**config.mk**
```make
export PLATFORM = sky130hd
export DESIGN_NAME = rand_range_sampler
export DESIGN_NICKNAME = d
export VERILOG_FILES = /design/src/rtl/rand_pkg.sv /design/src/rtl/rand_fifo.sv /design/src/rtl/rand_range_sampler.sv
export SDC_FILE = /design/constraint.sdc
export NUM_CORES = 1
export LEC_CHECK = 0
export CAP_MARGIN = 20
export CORE_MARGIN = 3
export CORE_UTILIZATION = 41
export DETAILED_ROUTE_END_ITERATION = 7
export DONT_BUFFER_PORTS = 1
export REMOVE_ABC_BUFFERS = 1
export SETUP_SLACK_MARGIN = 0.3
export SYNTH_ARGS = -nofsm -noshare
export SYNTH_HDL_FRONTEND = slang
export SYNTH_SLANG_ARGS = --single-unit
```
**constraint.sdc**
```tcl
create_clock -name clk -period 2.95 [get_ports clk]
set_clock_uncertainty 0.05 [all_clocks]
set_input_delay 0.295 -clock clk [delete_from_list [all_inputs] [get_ports clk]]
set_output_delay 0.295 -clock clk [all_outputs]
set_load 0.02 [all_outputs]
```
**src/rtl/rand_pkg.sv**
```systemverilog
// Shared types and helpers for the rejection-sampling random range block.
// The range limit is evaluated at elaboration time from W and RANGE.
package rand_pkg;

    localparam int unsigned RAND_W = 16;

    typedef enum logic [1:0] {
        EMPTY   = 2'd0,
        PARTIAL = 2'd1,
        FULL    = 2'd2
    } fifo_state_t;

    // Largest multiple of range that fits in 2**w; words at or above it are biased.
    function automatic logic [63:0] calc_limit(input int unsigned w, input int unsigned range);
        logic [63:0] span;
        span = 64'd1 << w;
        return (span / 64'(range)) * 64'(range);
    endfunction

endpackage

```
**src/rtl/rand_fifo.sv**
```systemverilog
// Synchronous FIFO with EMPTY/PARTIAL/FULL occupancy FSM, push/pop/flush and count.
// Head data is forced to zero while empty so stale entries never appear on the output.
module rand_fifo
    import rand_pkg::*;
#(
    parameter  int unsigned DW    = 3,
    parameter  int unsigned DEPTH = 4,
    localparam int unsigned AW    = $clog2(DEPTH),
    localparam int unsigned CW    = AW + 1
) (
    input  logic          clk,
    input  logic          n_reset,
    input  logic          push,
    input  logic [DW-1:0] push_data,
    input  logic          pop,
    input  logic          flush,
    output logic [DW-1:0] head_data,
    output logic          head_valid,
    output logic [CW-1:0] count
);

    logic [DW-1:0] mem_r [DEPTH];
    logic [AW-1:0] wr_ptr_r;
    logic [AW-1:0] rd_ptr_r;
    logic [CW-1:0] count_r;
    fifo_state_t   state_r;
    fifo_state_t   state_nxt_s;
    logic          push_s;
    logic          pop_s;

    assign pop_s      = pop && (state_r != EMPTY);
    assign push_s     = push && ((state_r != FULL) || pop_s);
    assign head_valid = (state_r != EMPTY);
    assign head_data  = head_valid ? mem_r[rd_ptr_r] : {DW{1'b0}};
    assign count      = count_r;

    // Occupancy FSM next state; push+pop holds, flush wins over everything.
    always_comb begin
        state_nxt_s = state_r;
        case (state_r)
            EMPTY: begin
                if (push_s) state_nxt_s = PARTIAL;
                else        state_nxt_s = EMPTY;
            end
            PARTIAL: begin
                if (push_s && !pop_s && (count_r == CW'(DEPTH - 1)))
                    state_nxt_s = FULL;
                else if (pop_s && !push_s && (count_r == CW'(1)))
                    state_nxt_s = EMPTY;
                else
                    state_nxt_s = PARTIAL;
            end
            FULL: begin
                if (pop_s && !push_s) state_nxt_s = PARTIAL;
                else                  state_nxt_s = FULL;
            end
            default: state_nxt_s = EMPTY;
        endcase
        if (flush) state_nxt_s = EMPTY;
        else       state_nxt_s = state_nxt_s;
    end

    // Storage, pointers, count and state register.
    always_ff @(posedge clk or negedge n_reset) begin
        if (!n_reset) begin
            for (int i = 0; i < int'(DEPTH); i++) mem_r[i] <= {DW{1'b0}};
            wr_ptr_r <= {AW{1'b0}};
            rd_ptr_r <= {AW{1'b0}};
            count_r  <= {CW{1'b0}};
            state_r  <= EMPTY;
        end else if (flush) begin
            wr_ptr_r <= {AW{1'b0}};
            rd_ptr_r <= {AW{1'b0}};
            count_r  <= {CW{1'b0}};
            state_r  <= EMPTY;
        end else begin
            state_r <= state_nxt_s;
            if (push_s) begin
                mem_r[wr_ptr_r] <= push_data;
                wr_ptr_r        <= wr_ptr_r + AW'(1);
            end
            if (pop_s) rd_ptr_r <= rd_ptr_r + AW'(1);
            if (push_s && !pop_s)      count_r <= count_r + CW'(1);
            else if (pop_s && !push_s) count_r <= count_r - CW'(1);
        end
    end

endmodule

```
**src/rtl/rand_range_sampler.sv**
```systemverilog
// Rejection sampler: maps raw LFSR words to unbiased values in [0, RANGE-1],
// buffers them in a small FIFO and keeps accept/reject statistics.
module rand_range_sampler
    import rand_pkg::*;
#(
    parameter  int unsigned W     = RAND_W,
    parameter  int unsigned RANGE = 6,
    parameter  int unsigned DEPTH = 4,
    localparam int unsigned VW    = $clog2(RANGE)
) (
    input  logic          clk,
    input  logic          n_reset,
    input  logic [W-1:0]  rnd_in,
    input  logic          in_valid,
    output logic          in_ready,
    input  logic          flush,
    output logic [VW-1:0] out_data,
    output logic          out_valid,
    input  logic          out_ready,
    output logic [15:0]   acc_cnt,
    output logic [15:0]   rej_cnt
);

    localparam int unsigned CW      = $clog2(DEPTH) + 1;
    localparam logic [W:0]  LIMIT_C = (W + 1)'(calc_limit(W, RANGE));
    localparam logic [W-1:0] RANGE_C = W'(RANGE);

    logic          xfer_s;
    logic          acc_s;
    logic [VW-1:0] value_s;
    logic          stage_acc_r;
    logic [VW-1:0] stage_val_r;
    logic [CW-1:0] fifo_count_s;
    logic          pop_s;

    assign acc_s   = ({1'b0, rnd_in} < LIMIT_C);
    assign value_s = VW'(rnd_in % RANGE_C);
    // Credit counts the staged value but never a same-cycle pop, so the FIFO cannot overflow.
    assign in_ready = (({1'b0, fifo_count_s} + {{CW{1'b0}}, stage_acc_r}) < (CW + 1)'(DEPTH));
    assign xfer_s   = in_valid && in_ready && !flush;
    assign pop_s    = out_valid && out_ready;

    // Rejection stage register; flushed or idle cycles leave nothing pending.
    always_ff @(posedge clk or negedge n_reset) begin
        if (!n_reset) begin
            stage_acc_r <= 1'b0;
            stage_val_r <= {VW{1'b0}};
        end else if (xfer_s) begin
            stage_acc_r <= acc_s;
            stage_val_r <= value_s;
        end else begin
            stage_acc_r <= 1'b0;
        end
    end

    // Statistics: accepted count wraps, rejected count saturates.
    always_ff @(posedge clk or negedge n_reset) begin
        if (!n_reset) begin
            acc_cnt <= 16'd0;
            rej_cnt <= 16'd0;
        end else if (xfer_s) begin
            if (acc_s)                   acc_cnt <= acc_cnt + 16'd1;
            else if (rej_cnt != 16'hFFFF) rej_cnt <= rej_cnt + 16'd1;
        end
    end

    rand_fifo #(
        .DW    (VW),
        .DEPTH (DEPTH)
    ) u_fifo (
        .clk        (clk),
        .n_reset    (n_reset),
        .push       (stage_acc_r),
        .push_data  (stage_val_r),
        .pop        (pop_s),
        .flush      (flush),
        .head_data  (out_data),
        .head_valid (out_valid),
        .count      (fifo_count_s)
    );

endmodule

```
* Word-level counts from Yosys, hierarchy flattened *
Cells that the tools add are included.

storage, ports and cells
  register bits = 57

cells by class
  $add $sub $neg = 7
  div/mod/pow operators = 1
  bitwise operators = 4
  order comparisons = 5
  mux-type cells = 21
  eq/ne operators = 6
  reductions and logical operators = 22

operator list
  cell                     number
  $add A16 B1 Y16 const B  2
  $mux W3                  7
  $lt A16 B16 Y1 const B   1
  $mod A16 B3 Y16 const B  1
  $ne A16 B16 Y1 const B   1
  $mux W2                  7
  $bwmux W12               1
  $logic_and A1 B1 Y1      10
  $bmux W3 S2              1
  $demux W3 S2             1
  $ge A3 B3 Y1 const B     2
  $not A2 Y3               2
  $pmux W2 S3              1
  $reduce_bool A2 Y1       3
  $add A2 B1 Y2 const B    2
  $add A3 B1 Y4            1
  $lt A4 B3 Y1 const B     1
  $reduce_and A2 Y1        2
  $add A3 B1 Y3 const B    1
  $eq A3 B1 Y1 const B     1
  $eq A3 B2 Y1 const B     1
  $logic_not A1 Y1         3
  $lt A3 B1 Y1 const B     1
  $mux W1                  3
  other kinds (9)          10

* Logic depth before layout (Yosys ltp) *
Gate-level depths: netlist (run 1).

  word-level depth = 12
  gate-level depth with buffers = 13
  depth with buffers taken out = 11

* Cells and area by module *
Synthesis (run 1) repeated with hierarchy kept, for this count alone.

second synthesis, totals
  cell total of the unflattened synthesis = 388
  area total of the unflattened synthesis = 3757.4 sq um

by module, submodules not included
  module              times used  area an instance (sq um)  cells each
  rand_range_sampler  1           2486.1                    280
  rand_fifo           1           1271.2                    108

* Least setup slack after synthesis (run 1) *
Ideal clock, no wire load.

  path kind = input to register
  from = input rnd_in[14]
  to = register stage_val_r[1]
  buffers on the path = 2
  setup slack = -0.239 ns
  cell stages on the path = 13
  arrival time = 3.015 ns
  path through = buf_2 or3b_1 o211a_1 o22ai_2 or2_1 buf_6 o31ai_2 or4b_4 a2111oi_4 a211o_2 a211oi_2 and4_1 a211o_1

between the ends
  word-level cells in the longest chain between the ends = 1

RTL lines
  what                  line                      RTL
  from (decl)           rand_range_sampler.sv:13  input logic [W-1:0] rnd_in,
  $mod A16 B3 Y16       rand_range_sampler.sv:37  assign value_s = VW'(rnd_in % RANGE_C);
  to (signal assigned)  rand_range_sampler.sv:47  stage_val_r <= {VW{1'b0}};
  to (signal assigned)  rand_range_sampler.sv:50  stage_val_r <= value_s;
  to (decl)             rand_range_sampler.sv:32  logic [VW-1:0] stage_val_r;

Every way passes these cells.
A chain may end at the register's enable or synchronous reset.

* Final worst setup path (run 1) *
  from = input rnd_in[13]
  to = register stage_val_r[2]

Same word-level chain as after synthesis.

==> results of run 1 <==
per-stage QoR:
step                      total power [uW]  hold WS [ps]  cell area (um^2)
after floorplan                       1360         -50.6              3550
after global placement                1470         -49.3              3810
after detailed placement              1490         -49.3              3810
after CTS                             2380          45.2              4200
after global routing                  2490          39.6              4260
final                                 2360          58.8              4260
per-layer routing:
| metal | part of all wire (%) | wire length, um | vias to the layer above |
|---|---|---|---|
| met5 | 0 | 0 | - |
| met4 | 2.0 | 158 | 0 |
| met3 | 5.6 | 451 | 17 |
| met2 | 49 | 3950 | 81 |
| li1 | - | - | 1377 |
| met1 | 43 | 3500 | 1380 |
power by group through the flow:
stage | combinational, uW | clock [uW] | sequential, uW
after floorplan | 341 | 0 | 1020
after global placement | 427 | 0 | 1050
after detailed placement | 440 | 0 | 1050
after CTS | 497 | 842 | 1040
after global routing | 561 | 883 | 1050
final | 510 | 821 | 1030
worst min path at each step:
stage          depth (start not counted)         endpoint
2_1_floorplan                          0       acc_cnt[0]
3_3_place_gp                           0  u_fifo.count[2]
3_5_place_dp                           0  u_fifo.count[2]
4_1_cts                                1   stage_val_r[0]
5_1_grt                                1   stage_val_r[0]
6_report                               1   stage_val_r[0]
cell usage after synthesis (2+ instances only):
cell type and count:
sky130_fd_sc_hd__nand2b_1 6, sky130_fd_sc_hd__a21oi_1 10, sky130_fd_sc_hd__xnor2_1 24, sky130_fd_sc_hd__o211a_1 2, sky130_fd_sc_hd__nand4_1 10, sky130_fd_sc_hd__nand2_1 28
sky130_fd_sc_hd__mux4_2 3, sky130_fd_sc_hd__o31ai_1 2, sky130_fd_sc_hd__or2_1 2, sky130_fd_sc_hd__nand3_1 14, sky130_fd_sc_hd__o21a_1 2, sky130_fd_sc_hd__a211o_1 2
sky130_fd_sc_hd__o21ai_0 13, sky130_fd_sc_hd__xor2_1 16, sky130_fd_sc_hd__a31oi_1 5, sky130_fd_sc_hd__nor3_1 8, sky130_fd_sc_hd__and4_1 2, sky130_fd_sc_hd__a211oi_1 5
sky130_fd_sc_hd__a2bb2oi_1 4, sky130_fd_sc_hd__o22ai_1 4, sky130_fd_sc_hd__mux2_2 17, sky130_fd_sc_hd__nand3b_1 2, sky130_fd_sc_hd__dfrtp_1 57, sky130_fd_sc_hd__a221o_1 2
sky130_fd_sc_hd__or2_2 4, sky130_fd_sc_hd__and2_1 9, sky130_fd_sc_hd__buf_2 3, sky130_fd_sc_hd__nor3b_1 4, sky130_fd_sc_hd__and3b_1 2, sky130_fd_sc_hd__nor2_1 36
sky130_fd_sc_hd__inv_1 16, sky130_fd_sc_hd__o31ai_2 2, sky130_fd_sc_hd__o211ai_1 3, sky130_fd_sc_hd__ha_1 10, sky130_fd_sc_hd__clkbuf_1 9, sky130_fd_sc_hd__and3_1 7
sky130_fd_sc_hd__nor2b_1 7
registers in the layout, summed over array words and instances, names as in the netlist:
| signal | count |
|---|---|
| stage_val_r | 3 |
| u_fifo.count | 3 |
| rej_cnt | 16 |
| u_fifo.state_r | 2 |
| acc_cnt | 16 |
| u_fifo.wr_ptr_r | 2 |
| u_fifo.rd_ptr_r | 2 |
| u_fifo.mem_r | 12 |
| stage_acc_r | 1 |
worst max-delay path, stage by stage:
cell and delay, ps:
sky130_fd_sc_hd__and4b_1 210, sky130_fd_sc_hd__mux2_4 280, sky130_fd_sc_hd__a2bb2oi_2 150, sky130_fd_sc_hd__or2_4 260, sky130_fd_sc_hd__buf_6 140, sky130_fd_sc_hd__o311a_4 370, sky130_fd_sc_hd__o21ai_4 250, sky130_fd_sc_hd__a211oi_2 70
sky130_fd_sc_hd__a221o_1 340, sky130_fd_sc_hd__a211oi_2 180, sky130_fd_sc_hd__nor3_1 70, sky130_fd_sc_hd__a221o_1 270
cell usage in the layout (no fill, tap or decap), types with 10 or more instances in the layout:
master and count:
sky130_fd_sc_hd__buf_4 16, sky130_fd_sc_hd__nor2_1 36, sky130_fd_sc_hd__nand2_1 27, sky130_fd_sc_hd__nand4_1 10
sky130_fd_sc_hd__xnor2_1 24, sky130_fd_sc_hd__xor2_1 16, sky130_fd_sc_hd__nand3_1 14, sky130_fd_sc_hd__ha_1 10
sky130_fd_sc_hd__mux2_2 16, sky130_fd_sc_hd__dfrtp_1 57, sky130_fd_sc_hd__inv_1 16
cells by family after synthesis:
| kind of cell | count (synthesis) |
|---|---|
| AOI/OAI and AO/OA | 67 |
| xor gates and xnor gates | 40 |
| adders and majority gates | 10 |
| buffers and inverters | 30 |
| DFF | 57 |
| muxes | 21 |
| and+or+nand+nor | 150 |
cell type report:
class	instances	area, um^2
Multi-Input combinational cell	288	2210
Clock buffer	9	124
Inverter	16	60.1
Tap cell	105	131
Timing Repair Buffer	22	201
Clock inverter	7	101
Sequential cell	57	1430
Fill cell	748	4120
repair_timing:
action                                 4_1_cts  5_1_grt
buffers inserted                             2        0
hold buffers                                 3        0
gates resized for setup                     22       16
endpoints found under the hold margin       66        0
setup endpoints to repair                    2        3
pin swaps                                   14       12
==> impl_summary.log, run 1 <==
INFO  metric run_status = finished clean
INFO  metric cellPowerDensity = 555 mW/mm^2
INFO  metric timing.rr.end = acc_cnt[15]
INFO  metric pin_count_of_the_biggest_net_entering_global_routing = 58
INFO  metric num_vias = 2855
INFO  metric cp.required = 3110 ps
INFO  metric global_route.peak_usage_layer = met2
INFO  metric boundaryPins = 58
INFO  metric sum_of_negative_setup_slack = 0 ps
INFO  metric path_max_fanout = 12
INFO  metric grt_antenna_before_repair = 0
INFO  metric route.final.wire_length = 8060 um
INFO  metric worst_slew_pin_slew = 554 ps
INFO  metric global_route.usage.total = 16.8%
INFO  metric row_count = 33
INFO  metric pre_cts_worst_setup_slack = -342 ps
INFO  metric routed_wire_length_per_instance = 16.0 um
INFO  metric achievable-frequency = 0.368 GHz
INFO  metric vias_per_cell = 5.66
INFO  metric final_stage_net_count = 425
INFO  metric timing.max_slew.rel_slack = 62.7%
INFO  metric drtIter0Drc = 101
INFO  metric tritoncts = done
INFO  metric yosys-top-cells-area = sky130_fd_sc_hd__dfrtp_1 39%, sky130_fd_sc_hd__xnor2_1 5.8%, sky130_fd_sc_hd__mux2_2 5.3%
INFO  metric synth_area_per_cell = 9.64 um^2
INFO  metric grt_setup_unrepaired = yes
INFO  metric synth_top_area_cell = sky130_fd_sc_hd__dfrtp_1
INFO  metric finish.utilization = 50.8%
INFO  metric mappedNetlistArea = 0.00361 mm^2
INFO  metric synth_largest_type_area_fraction = 39.5%
INFO  metric layout.cells.non_filler = 504
INFO  metric initial_core_util = 43.1%
INFO  metric hold_path.class = in -> reg
INFO  metric htree_levels = 3
INFO  metric synth_enable_flop_cells = 0
INFO  metric synth-seq-area-share = 39.5%
INFO  metric synth.distinct_cells = 60
INFO  metric internal_dissipation = 1630 uW
INFO  metric total_switching_power = 734 uW
INFO  metric dpl.hpwl = 5780 um
INFO  metric maxCapViolCount = 0
INFO  metric clk_lat_worst_skew = 340 ps
INFO  metric drv_slew = 0
INFO  metric p_seq_share = 43.7%
INFO  metric gp_congestion = 0.884
INFO  metric gr-usage-met3 = 5.07%
INFO  metric dominant_combinational_cell_family_by_area_after_synthesis = simple AND/OR/NAND/NOR gates
INFO  metric die_w = 99.9 um
INFO  metric worst_r2r_setup_slack = 530 ps
INFO  metric ys.flop_type = sky130_fd_sc_hd__dfrtp_1
INFO  metric hold_path_startpoint = rnd_in[0]
INFO  metric antenna-diode-count = 0
INFO  metric regToRegStartpoint = stage_acc_r
INFO  metric number_of_buffers_added_by_the_clock_tree_synthesis_step = 9
INFO  metric postSynthCellCount = 375
INFO  metric fin_crit_sh = 92.0%
INFO  metric placeableCoreArea = 0.00838 mm^2
INFO  metric reg2regPathDepth = 7
INFO  metric drc_errors = 0
INFO  metric setup-violations-final = 0
INFO  metric synth_mux_area_share = 7.44%
INFO  metric synth-async-reset-ratio = 100%
INFO  metric arithmetic_cell_share_of_the_synthesized_area_counting_full_adders_half_adders_and_majority_gates = 3.46%
INFO  metric critPathLaunch = rnd_in[13]
INFO  metric dieArea = 0.00998 mm^2
INFO  metric clock_power_share = 34.7%
INFO  metric grt_remaining_overflow = 0
INFO  metric drive_above_1_share = 23.6%
INFO  metric area_delta_synth_final = 17.8%
INFO  metric critical_path.endpoint = stage_val_r[2]
INFO  metric global_route_wire_length_before_repair = 13800 um
INFO  metric clock_tree.root_cell = sky130_fd_sc_hd__clkbuf_8
INFO  metric synth_seq_cells = 57
INFO  metric peakVddDrop = 0.271 mV
INFO  metric grt_use_met1 = 21.5%
INFO  metric clock_path_buffers = 2
INFO  metric yosysWarnings = 0
INFO  metric timing.critical_path.to_type = flop
INFO  metric synth-xor-area-share = 9.69%
INFO  metric path_class = in -> reg
INFO  metric gr-usage-met2 = 27.4%
INFO  metric comb_power_share = 21.6%
INFO  metric post-route-min-period = 2720 ps
INFO  metric first_global_vias = 2907
INFO  metric worstSetupStartpointType = primary input
INFO  metric clk_pin_slew_worst_paths = 70 ps
INFO  metric placed_cells = 483
INFO  metric hold_viol = 0
INFO  metric power.leakage = 0.00187 uW
INFO  metric drt_first_pass_iters = 4
INFO  metric tritoncts_num_sinks = 57
INFO  metric drtAntennaViolNets = 0
INFO  metric power.switching_fraction = 31.1%
INFO  metric io_buffer_count = 0
INFO  metric setup_slack = 235 ps
INFO  metric synth_simple_gate_area_share = 22.3%
INFO  metric chipHeight = 99.9 um
INFO  metric synth-compound-area-share = 14.2%
INFO  metric worst_ep_arrival_time = 2880 ps
(Power assumes the default switching activity.)
==> inputs of run 2 (changes only) <==
clock period = 2.9 ns   (was 2.95 ns; I/O delays follow)
==> run 2 against run 1 <==
Effect of this change: sequential share of layout area grew 0.63 points; clock power shrank 25%; highest routed layer unchanged; flip-flop and latch count is the same; total power shrank 7.7%; combinational power grew 2%; register-to-register slack lost 20 ps; critical path type unchanged; critical endpoint unchanged.
==> impl_summary.log, run 2 (synthesis gave the netlist of run 1 again) <==
INFO  metric routed_wire_length_per_instance = 15.6 um
INFO  metric peakVddDrop = 0.231 mV
INFO  metric worst_slew_pin_slew = 585 ps
INFO  metric cp.required = 3060 ps
INFO  metric power.leakage = 0.00185 uW
INFO  metric io_buffer_count = 0
INFO  metric layout.cells.most_common_list = 57 x sky130_fd_sc_hd__dfrtp_1, 35 x sky130_fd_sc_hd__nor2_1, 28 x sky130_fd_sc_hd__nand2_1
INFO  metric area_delta_synth_final = 15.6%
INFO  metric clock_path_buffers = 2
INFO  metric grt_remaining_overflow = 0
INFO  metric route.final.wire_length = 7870 um
INFO  metric worstSetupStartpointType = primary input
INFO  metric clk_lat_worst_skew = 330 ps
INFO  metric first_global_vias = 2882
INFO  metric final.hold.worst_slack = 66.8 ps
INFO  metric hold_path.class = in -> reg
INFO  metric htree_levels = 3
INFO  metric worst_ep_arrival_time = 2870 ps
INFO  metric timing.max_slew.rel_slack = 60.6%
INFO  metric pin_count_of_the_biggest_net_entering_global_routing = 58
INFO  metric final.fill_count = 772
INFO  metric dpl.hpwl = 5730 um
INFO  metric vias_per_cell = 5.66
INFO  metric path_class = in -> reg
INFO  metric sum_of_negative_setup_slack = 0 ps
INFO  metric row_count = 33
INFO  metric die_w = 99.9 um
INFO  metric antenna-diode-count = 0
INFO  metric post-route-min-period = 2710 ps
INFO  metric drtAntennaViolNets = 0
INFO  metric global_route.usage.total = 16.2%
INFO  metric boundaryPins = 58
INFO  metric drt_first_pass_iters = 4
INFO  metric drc_errors = 0
INFO  metric hold_viol = 0
INFO  metric top_registers = acc_cnt: 16 flops, rej_cnt: 16 flops, u_fifo.mem_r: 12 flops
INFO  metric grt_antenna_before_repair = 0
INFO  metric drtIter0Drc = 86
INFO  metric timing.critical_path.to_type = flop
INFO  metric cellPowerDensity = 522 mW/mm^2
INFO  metric achievable-frequency = 0.368 GHz
INFO  metric placeableCoreArea = 0.00838 mm^2
INFO  metric dieArea = 0.00998 mm^2
INFO  metric worst_hold_path.num_cells = 1
INFO  metric clock_tree.root_cell = sky130_fd_sc_hd__clkbuf_8
INFO  metric fin_crit_sh = 93.6%
INFO  metric tritoncts_num_sinks = 57
INFO  metric tritoncts = done
INFO  metric grt_setup_unrepaired = yes
INFO  metric initial_core_util = 43.1%
INFO  metric clk_pin_slew_worst_paths = 60 ps
INFO  metric number_of_buffers_added_by_the_clock_tree_synthesis_step = 9
INFO  metric run_status = finished clean
INFO  metric num_vias = 2858
INFO  metric path_max_fanout = 12
INFO  metric drv_slew = 0
INFO  metric layout_commonest_cell = sky130_fd_sc_hd__dfrtp_1
INFO  metric reg2regPathDepth = 10
INFO  metric chipHeight = 99.9 um
INFO  metric final_stage_net_count = 426
INFO  metric global_route_wire_length_before_repair = 13200 um
INFO  metric setup-violations-final = 0
INFO  metric maxCapViolCount = 0
INFO  metric gp_congestion = 0.879
INFO  metric drive_above_1_share = 22.3%
-- run 2: cell types whose count changed in the layout (fill, tap and decap cells not counted), moves of 2 or more --
cell                        previous run  this run
sky130_fd_sc_hd__clkinv_2              0         4
sky130_fd_sc_hd__buf_4                16        19
sky130_fd_sc_hd__buf_6                 3         1
sky130_fd_sc_hd__bufinv_16             2         0
sky130_fd_sc_hd__inv_6                 2         0
sky130_fd_sc_hd__o21ai_2               4         2
-- run 2: layout make-up --
type / instances / area [um^2] / share of cell area [%]
clock inverter: 6 / 35.0 / 0.838
inverter: 16 / 60.1 / 1.44
timing repair buffer: 23 / 201 / 4.82
tap: 105 / 131 / 3.14
multi-input combinational: 288 / 2200 / 52.6
clock buffer: 10 / 128 / 3.05
sequential: 57 / 1430 / 34.1
-- run 2: worst max-delay path: stages --
cell and delay (ps):
sky130_fd_sc_hd__and4b_1 200, sky130_fd_sc_hd__mux2_4 280, sky130_fd_sc_hd__a2bb2oi_2 150, sky130_fd_sc_hd__or2_4 260, sky130_fd_sc_hd__buf_6 140, sky130_fd_sc_hd__o311a_4 320, sky130_fd_sc_hd__o21ai_4 240, sky130_fd_sc_hd__a2111oi_4 70
sky130_fd_sc_hd__a211o_2 320, sky130_fd_sc_hd__a211oi_2 240, sky130_fd_sc_hd__nor3_1 90, sky130_fd_sc_hd__a221o_1 260
-- run 2: timing repair --
item	4_1_cts	5_1_grt
hold buffers	3	0
pin swaps	16	7
resized for setup	22	9
endpoints found under the setup margin	2	2
buffers inserted	2	1
hold endpoints to repair	66	0
-- run 2: report_power, final --
group          internal (uW)  total [uW]  leakage (uW)  switching (uW)
combinational            269         518       0.00101             249
sequential               899        1050      0.000766             154
clock                    303         612     0.0000818             309
total                   1470        2180       0.00185             712
-- run 2: final timing paths --
kind	startpoint	to	slack, ps
min reg2reg	u_fifo.mem_r[1]	u_fifo.mem_r[1]	450
min in group asynchronous	n_reset	u_fifo.count[2]	420
min	rnd_in[0]	stage_val_r[0]	70
max reg2reg	rej_cnt[2]	rej_cnt[13]	510
max in group asynchronous	n_reset	rej_cnt[13]	2120
max	rnd_in[13]	stage_val_r[2]	190
-- run 2: per-layer routing --
metal  global-route usage (%)  up-vias  wire length [um]
met1                     19.8     1369              3420
met2                     27.1       88              3820
met5                        0        -                 0
met4                     5.36        0               157
li1                         -     1384                 -
met3                     4.93       17               472
-- run 2: per-stage QoR --
stage                     instances  power (uW)  area [um^2]  setup WS, ps  util [%]
after floorplan                 361        1380         3550          -229         -
after global placement          483        1500         3810          -324      45.4
after detailed placement        483        1520         3810          -386      45.4
after CTS                       504        2190         4130           284      49.2
after global routing            505        2310         4180          92.4      49.9
final                           505        2180         4180           186      49.9
